--- src/rtl/axis_arb_mux_n.sv ---
// axis_arb_mux_n: N-to-1 AXI-Stream mux with packet-locked external-select or round-robin arbitration.
// Define AXIS_ARB_MUX_SKID_EN for a registered output stage with a one-entry skid buffer.
module axis_arb_mux_n #(
   parameter int NUM_CH   = 4,
   parameter int WIDTH    = 16,
   parameter int ARB_MODE = 0,
   localparam int SEL_W   = $clog2(NUM_CH)
) (
   input  logic                    clk,
   input  logic                    rst_n,
   input  logic [SEL_W-1:0]        sel,
   input  logic [NUM_CH*WIDTH-1:0] s_data,
   input  logic [NUM_CH-1:0]       s_valid,
   input  logic [NUM_CH-1:0]       s_last,
   output logic [NUM_CH-1:0]       s_ready,
   output logic [WIDTH-1:0]        m_data,
   output logic                    m_valid,
   output logic                    m_last,
   output logic [SEL_W-1:0]        m_chan,
   input  logic                    m_ready
);

   localparam bit RR_MODE = (ARB_MODE != 0);

   typedef enum logic [0:0] {
      ST_IDLE   = 1'b0,
      ST_LOCKED = 1'b1
   } state_t;

   state_t           state_r, state_nxt_s;
   logic [SEL_W-1:0] grant_r, grant_nxt_s;
   logic [SEL_W-1:0] rr_ptr_r, rr_ptr_nxt_s;
   logic [SEL_W-1:0] cand_s, src_s;
   logic             cand_ok_s, src_ok_s;
   logic             src_valid_s, src_last_s;
   logic [WIDTH-1:0] src_data_s;
   logic             accept_s, xfer_s;
   int               dist_s, best_dist_s;

   // IDLE candidate: external select, or nearest requester after rr_ptr with wrap-around.
   always_comb begin
      cand_s      = '0;
      cand_ok_s   = 1'b0;
      dist_s      = 0;
      best_dist_s = NUM_CH;
      if (!RR_MODE) begin
         cand_s    = sel;
         cand_ok_s = (int'(sel) < NUM_CH);
      end else begin
         for (int i = 0; i < NUM_CH; i++) begin
            dist_s = (i + NUM_CH - 1 - int'(rr_ptr_r)) % NUM_CH;
            if (s_valid[i] && (dist_s < best_dist_s)) begin
               best_dist_s = dist_s;
               cand_s      = SEL_W'(i);
               cand_ok_s   = 1'b1;
            end else begin
               best_dist_s = best_dist_s;
            end
         end
      end
   end

   // Source channel: the held grant mid-packet, otherwise the IDLE candidate.
   always_comb begin
      src_data_s  = '0;
      src_valid_s = 1'b0;
      src_last_s  = 1'b0;
      if (state_r == ST_LOCKED) begin
         src_s    = grant_r;
         src_ok_s = 1'b1;
      end else begin
         src_s    = cand_s;
         src_ok_s = cand_ok_s;
      end
      for (int i = 0; i < NUM_CH; i++) begin
         if (src_s == SEL_W'(i)) begin
            src_data_s  = s_data[i*WIDTH +: WIDTH];
            src_valid_s = s_valid[i];
            src_last_s  = s_last[i];
         end else begin
            src_valid_s = src_valid_s;
         end
      end
      src_valid_s = src_valid_s & src_ok_s & rst_n;
   end

   // Upstream ready: only the source channel may see ready, never while in reset.
   always_comb begin
      s_ready = '0;
      for (int i = 0; i < NUM_CH; i++) begin
         if (src_ok_s && rst_n && (src_s == SEL_W'(i))) begin
            s_ready[i] = accept_s & ((state_r == ST_LOCKED) | s_valid[i]);
         end else begin
            s_ready[i] = 1'b0;
         end
      end
   end

   assign xfer_s = src_valid_s & accept_s;

   // Next-state logic: lock on a non-last first beat, release and advance rr_ptr on the last beat.
   always_comb begin
      state_nxt_s  = state_r;
      grant_nxt_s  = grant_r;
      rr_ptr_nxt_s = rr_ptr_r;
      case (state_r)
         ST_IDLE: begin
            if (xfer_s) begin
               if (src_last_s) begin
                  if (RR_MODE) begin
                     rr_ptr_nxt_s = cand_s;
                  end else begin
                     rr_ptr_nxt_s = rr_ptr_r;
                  end
               end else begin
                  state_nxt_s = ST_LOCKED;
                  grant_nxt_s = cand_s;
               end
            end else begin
               state_nxt_s = ST_IDLE;
            end
         end
         ST_LOCKED: begin
            if (xfer_s && src_last_s) begin
               state_nxt_s = ST_IDLE;
               if (RR_MODE) begin
                  rr_ptr_nxt_s = grant_r;
               end else begin
                  rr_ptr_nxt_s = rr_ptr_r;
               end
            end else begin
               state_nxt_s = ST_LOCKED;
            end
         end
         default: begin
            state_nxt_s = ST_IDLE;
         end
      endcase
   end

   // Arbitration state register; rr_ptr resets to the last channel so channel 0 wins first.
   always_ff @(posedge clk or negedge rst_n) begin
      if (!rst_n) begin
         state_r  <= ST_IDLE;
         grant_r  <= '0;
         rr_ptr_r <= SEL_W'(NUM_CH - 1);
      end else begin
         state_r  <= state_nxt_s;
         grant_r  <= grant_nxt_s;
         rr_ptr_r <= rr_ptr_nxt_s;
      end
   end

`ifdef AXIS_ARB_MUX_SKID_EN
   logic             out_valid_r, out_last_r, skid_valid_r, skid_last_r;
   logic [WIDTH-1:0] out_data_r, skid_data_r;
   logic [SEL_W-1:0] out_chan_r, skid_chan_r;

   assign accept_s = ~skid_valid_r;

   // Output register plus skid entry; the skid catches the beat already in flight when m_ready drops.
   always_ff @(posedge clk or negedge rst_n) begin
      if (!rst_n) begin
         out_valid_r  <= 1'b0;
         out_last_r   <= 1'b0;
         out_data_r   <= '0;
         out_chan_r   <= '0;
         skid_valid_r <= 1'b0;
         skid_last_r  <= 1'b0;
         skid_data_r  <= '0;
         skid_chan_r  <= '0;
      end else if (!out_valid_r || m_ready) begin
         if (skid_valid_r) begin
            out_valid_r  <= 1'b1;
            out_last_r   <= skid_last_r;
            out_data_r   <= skid_data_r;
            out_chan_r   <= skid_chan_r;
            skid_valid_r <= 1'b0;
         end else if (xfer_s) begin
            out_valid_r <= 1'b1;
            out_last_r  <= src_last_s;
            out_data_r  <= src_data_s;
            out_chan_r  <= src_s;
         end else begin
            out_valid_r <= 1'b0;
         end
      end else if (xfer_s) begin
         skid_valid_r <= 1'b1;
         skid_last_r  <= src_last_s;
         skid_data_r  <= src_data_s;
         skid_chan_r  <= src_s;
      end else begin
         skid_valid_r <= skid_valid_r;
      end
   end

   assign m_valid = out_valid_r;
   assign m_last  = out_last_r;
   assign m_data  = out_data_r;
   assign m_chan  = out_chan_r;
`else
   assign accept_s = m_ready;

   // Pass-through output; forced to reset values while rst_n is low.
   always_comb begin
      if (rst_n) begin
         m_valid = src_valid_s;
         m_last  = src_last_s;
         m_data  = src_data_s;
         m_chan  = src_s;
      end else begin
         m_valid = 1'b0;
         m_last  = 1'b0;
         m_data  = '0;
         m_chan  = '0;
      end
   end
`endif

endmodule

--- config.mk ---
export PLATFORM = sky130hd
export DESIGN_NAME = axis_arb_mux_n
export DESIGN_NICKNAME = d
export VERILOG_FILES = /design/src/rtl/axis_arb_mux_n.sv
export SDC_FILE = /design/constraint.sdc
export NUM_CORES = 1
export LEC_CHECK = 0
export ABC_AREA = 1
export CAP_MARGIN = 10
export CELL_PAD_IN_SITES_DETAIL_PLACEMENT = 1
export CELL_PAD_IN_SITES_GLOBAL_PLACEMENT = 2
export CORE_MARGIN = 3
export CORE_UTILIZATION = 12
export DETAILED_ROUTE_END_ITERATION = 10
export PLACE_DENSITY = 0.86
export SETUP_SLACK_MARGIN = 0.02
export SYNTH_ARGS = -nofsm -noshare
export SYNTH_HDL_FRONTEND = slang
export SYNTH_SLANG_ARGS = --single-unit
--- constraint.sdc ---
create_clock -name clk -period 2.49 [get_ports clk]
set_clock_uncertainty 0.05 [all_clocks]
set_input_delay 0.249 -clock clk [delete_from_list [all_inputs] [get_ports clk]]
set_output_delay 0.249 -clock clk [all_outputs]
set_load 0.03 [all_outputs]
==> impl_metrics.py <==
metrics = {
    "synthesis": {
        "yosysTopAreaCell": "nand3_1",
        "synthTopCellsByCount": "nand2_1 (29), nand3_1 (22), o21ai_0 (17)",
        "synth_cell_types": 25,
        "synthCells": 157,
        "ys_seq_area_share_pct": 8.61,
        "ys_seq_elements": 3,
        "syn_nets": 234,
        "postSynthAreaPerCell_sq_um": 5.55,
        "netlist_area_sq_um": 872,
        "synth-edff-count": 0,
        "yosysMostFrequentCell": "nand2_1",
        "synthArstFlopShare_pct": 100,
        "netlist.area_leader.share_pct": 12.6,
        "ys.flop_type": "dfrtp_1",
        "yosys_warnings": 0,
        "synth.area.top_cells": "nand3_1 (13%), nand2_1 (12%), o21ai_0 (9.8%), dfrtp_1 (8.6%), inv_1 (6.9%)",
    },
    "timing": {
        "fin_crit_sh_pct": 95.1,
        "final.setup.worst_slack_ns": 0.122,
        "period_needed_ns": 2.37,
        "tns_ns": 0,
        "hold_ws_ns": 0.407,
        "hold_viol": 0,
        "rsz0062_at_grt": "false",
        "fmax_mhz": 422,
        "maxSlewHeadroom_pct": 78.6,
        "slew_violations": 0,
        "setup_viol": 0,
        "tightest_slew_ns": 0.320,
    },
    "die": {
        "ioPinCount": 101,
        "die_area_sq_mm": 0.00833,
        "die_h_um": 91.3,
        "start_util_pct": 12.6,
        "core-area_sq_mm": 0.00691,
        "die_w_um": 91.3,
        "rows": 30,
    },
    "cells_and_area": {
        "layout-drive-gt1-share_pct": 21.6,
        "final_nets": 347,
        "n_antenna_cell": 0,
        "area_growth_pct": 138,
    },
    "cts": {
        "cts_buffers": 3,
        "cts.root.buffer_cell": "clkbuf_8",
        "cts_sinks": 3,
        "cts_tree": "built",
        "cts_buffer_depth": 2,
        "clkTransAtPathRegs_ns": 0.03,
        "htreeDepth": 1,
        "clock_latency_ns": 0.21,
    },
    "detailed_routing": {
        "vias": 1545,
        "wl_per_cell_um": 13.8,
        "drt-vias-per-instance": 4.23,
        "drc": 0,
        "wl_um": 5040,
        "drtIter0Drc": 45,
        "ant_nets": 0,
        "dr.pass1.iters": 4,
    },
    "global_routing": {
        "grt_antenna_before_repair": 0,
        "grt_max_degree": 13,
        "grt_pass1_vias": 1669,
        "grt_usage_pct": 11.8,
        "overflow": 0,
        "grt_pass1_wl_um": 8090,
    },
    "setup_path": {
        "worst_ep_arrival_time_ns": 2.07,
        "end_kind": "primary output",
        "path_class": "primary input to primary output",
        "r2r-end": "grant_r[0]",
        "cp.required_ns": 2.19,
        "reg2reg_slack_ns": 0.60,
        "r2r.worst_path.cells": 10,
        "critPathMaxFanout": 4,
        "critPathLaunchType": "primary input",
    },
    "placed_design": {
        "port_buffers": 100,
        "detailed_place_hpwl_um": 4330,
        "gp_congestion": 0.765,
        "pre_cts_ws_ns": 0.0668,
    },
    "power": {
        "total_power_mw": 1.92,
        "p_leak_nw": 0.926,
        "power.density_mw_per_mm2": 928,
        "ir_worst_vdd_v": 0.000245,
    },
    "run_status": {
        "status": "completed",
    },
    "run": {
        "maxCapViolCount": 0,
    },
    "min_path": {
        "min_path_type": "primary input to async pin",
    },
}
[power breakdown]
| part | switching [mW] | internal (mW) |
|---|---|---|
| registers | 0.0274 | 0.0753 |
| clock network | 0.0277 | 0.109 |
| logic | 0.983 | 0.702 |
[placed cells by master, fill, tap and decap left out, drive strengths merged]
master and instances:
nand3 22, o22ai 1, clkdlybuf4s50 77, o21bai 2, clkbuf 4, nor4 1, clkinvlp 1, dfrtp 3
o221ai 6, o211ai 8, nor3 1, o21ai 19, dlymetal6s2s 1, a21oi 8, nor2 18, nand2 35
a211oi 1, inv 17, or2 3, buf 40, o211a 1
[through the flow]
stage          utilization (%)  std cells  cell area, sq um
6_report                  30.0        365              2070
2_1_floorplan                -        157               872
3_3_place_gp              28.6        357              1980
5_1_grt                   30.0        365              2070
3_5_place_dp              28.6        357              1980
4_1_cts                   29.3        361              2020
[how the worst max path moves through the flow]
| stage | start | to | slack, ns | cells past startpoint |
|---|---|---|---|---|
| after CTS | sel[1] | m_data[4] | 0.05 | 9 |
| after global placement | sel[1] | m_data[4] | 0.05 | 9 |
| after floorplan | flop | s_ready[1] | 0.40 | 7 |
| final | sel[1] | m_data[9] | 0.12 | 8 |
| after detailed placement | sel[1] | m_data[4] | 0.07 | 9 |
| after global routing | sel[1] | m_data[10] | 0.009 | 10 |
[critical path: stages]
cell and delay [ns]:
clkdlybuf4s50_1 0.55, nand2_1 0.10, nand2_2 0.12, nor2_2 0.08
inv_4 0.06, o221ai_1 0.09, a21oi_1 0.13, clkdlybuf4s50_1 0.68
[metal layers]
layer / vias up / GRT usage (%) / wire length [um] / share of wire (%)
li1: 765 / - / - / -
met1: 733 / 14.1 / 2260 / 45
met2: 47 / 21.9 / 2530 / 50
met3: 0 / 3.31 / 251 / 5.0
met4: 0 / 0.628 / 0 / 0
met5: - / 0 / 0 / 0
[kinds of logic after synthesis]
| family | share of synthesized area (%) |
|---|---|
| AO/OA/AOI/OAI | 33.7 |
| AND/OR/NAND/NOR | 41.8 |
| flip-flops | 8.61 |
| buffers and inverters | 15.9 |
[area by class of cell]
class                   count  area (sq um)
clock buffers               4          45.0
fillers                   888          4830
inverters                  18          76.3
multi-input cells         126           663
flip-flops and latches      3          76.3
well taps                  96           120
repair buffers            118          1090
[timing repair]
action | in CTS | in global routing
hold buffers | 0 | 0
gates resized for setup | 1 | 5
setup buffers | 0 | 4
setup endpoints to repair | 1 | 5
cloned | 0 | 0
No activity file was read; power rests on OpenSTA's default activity.
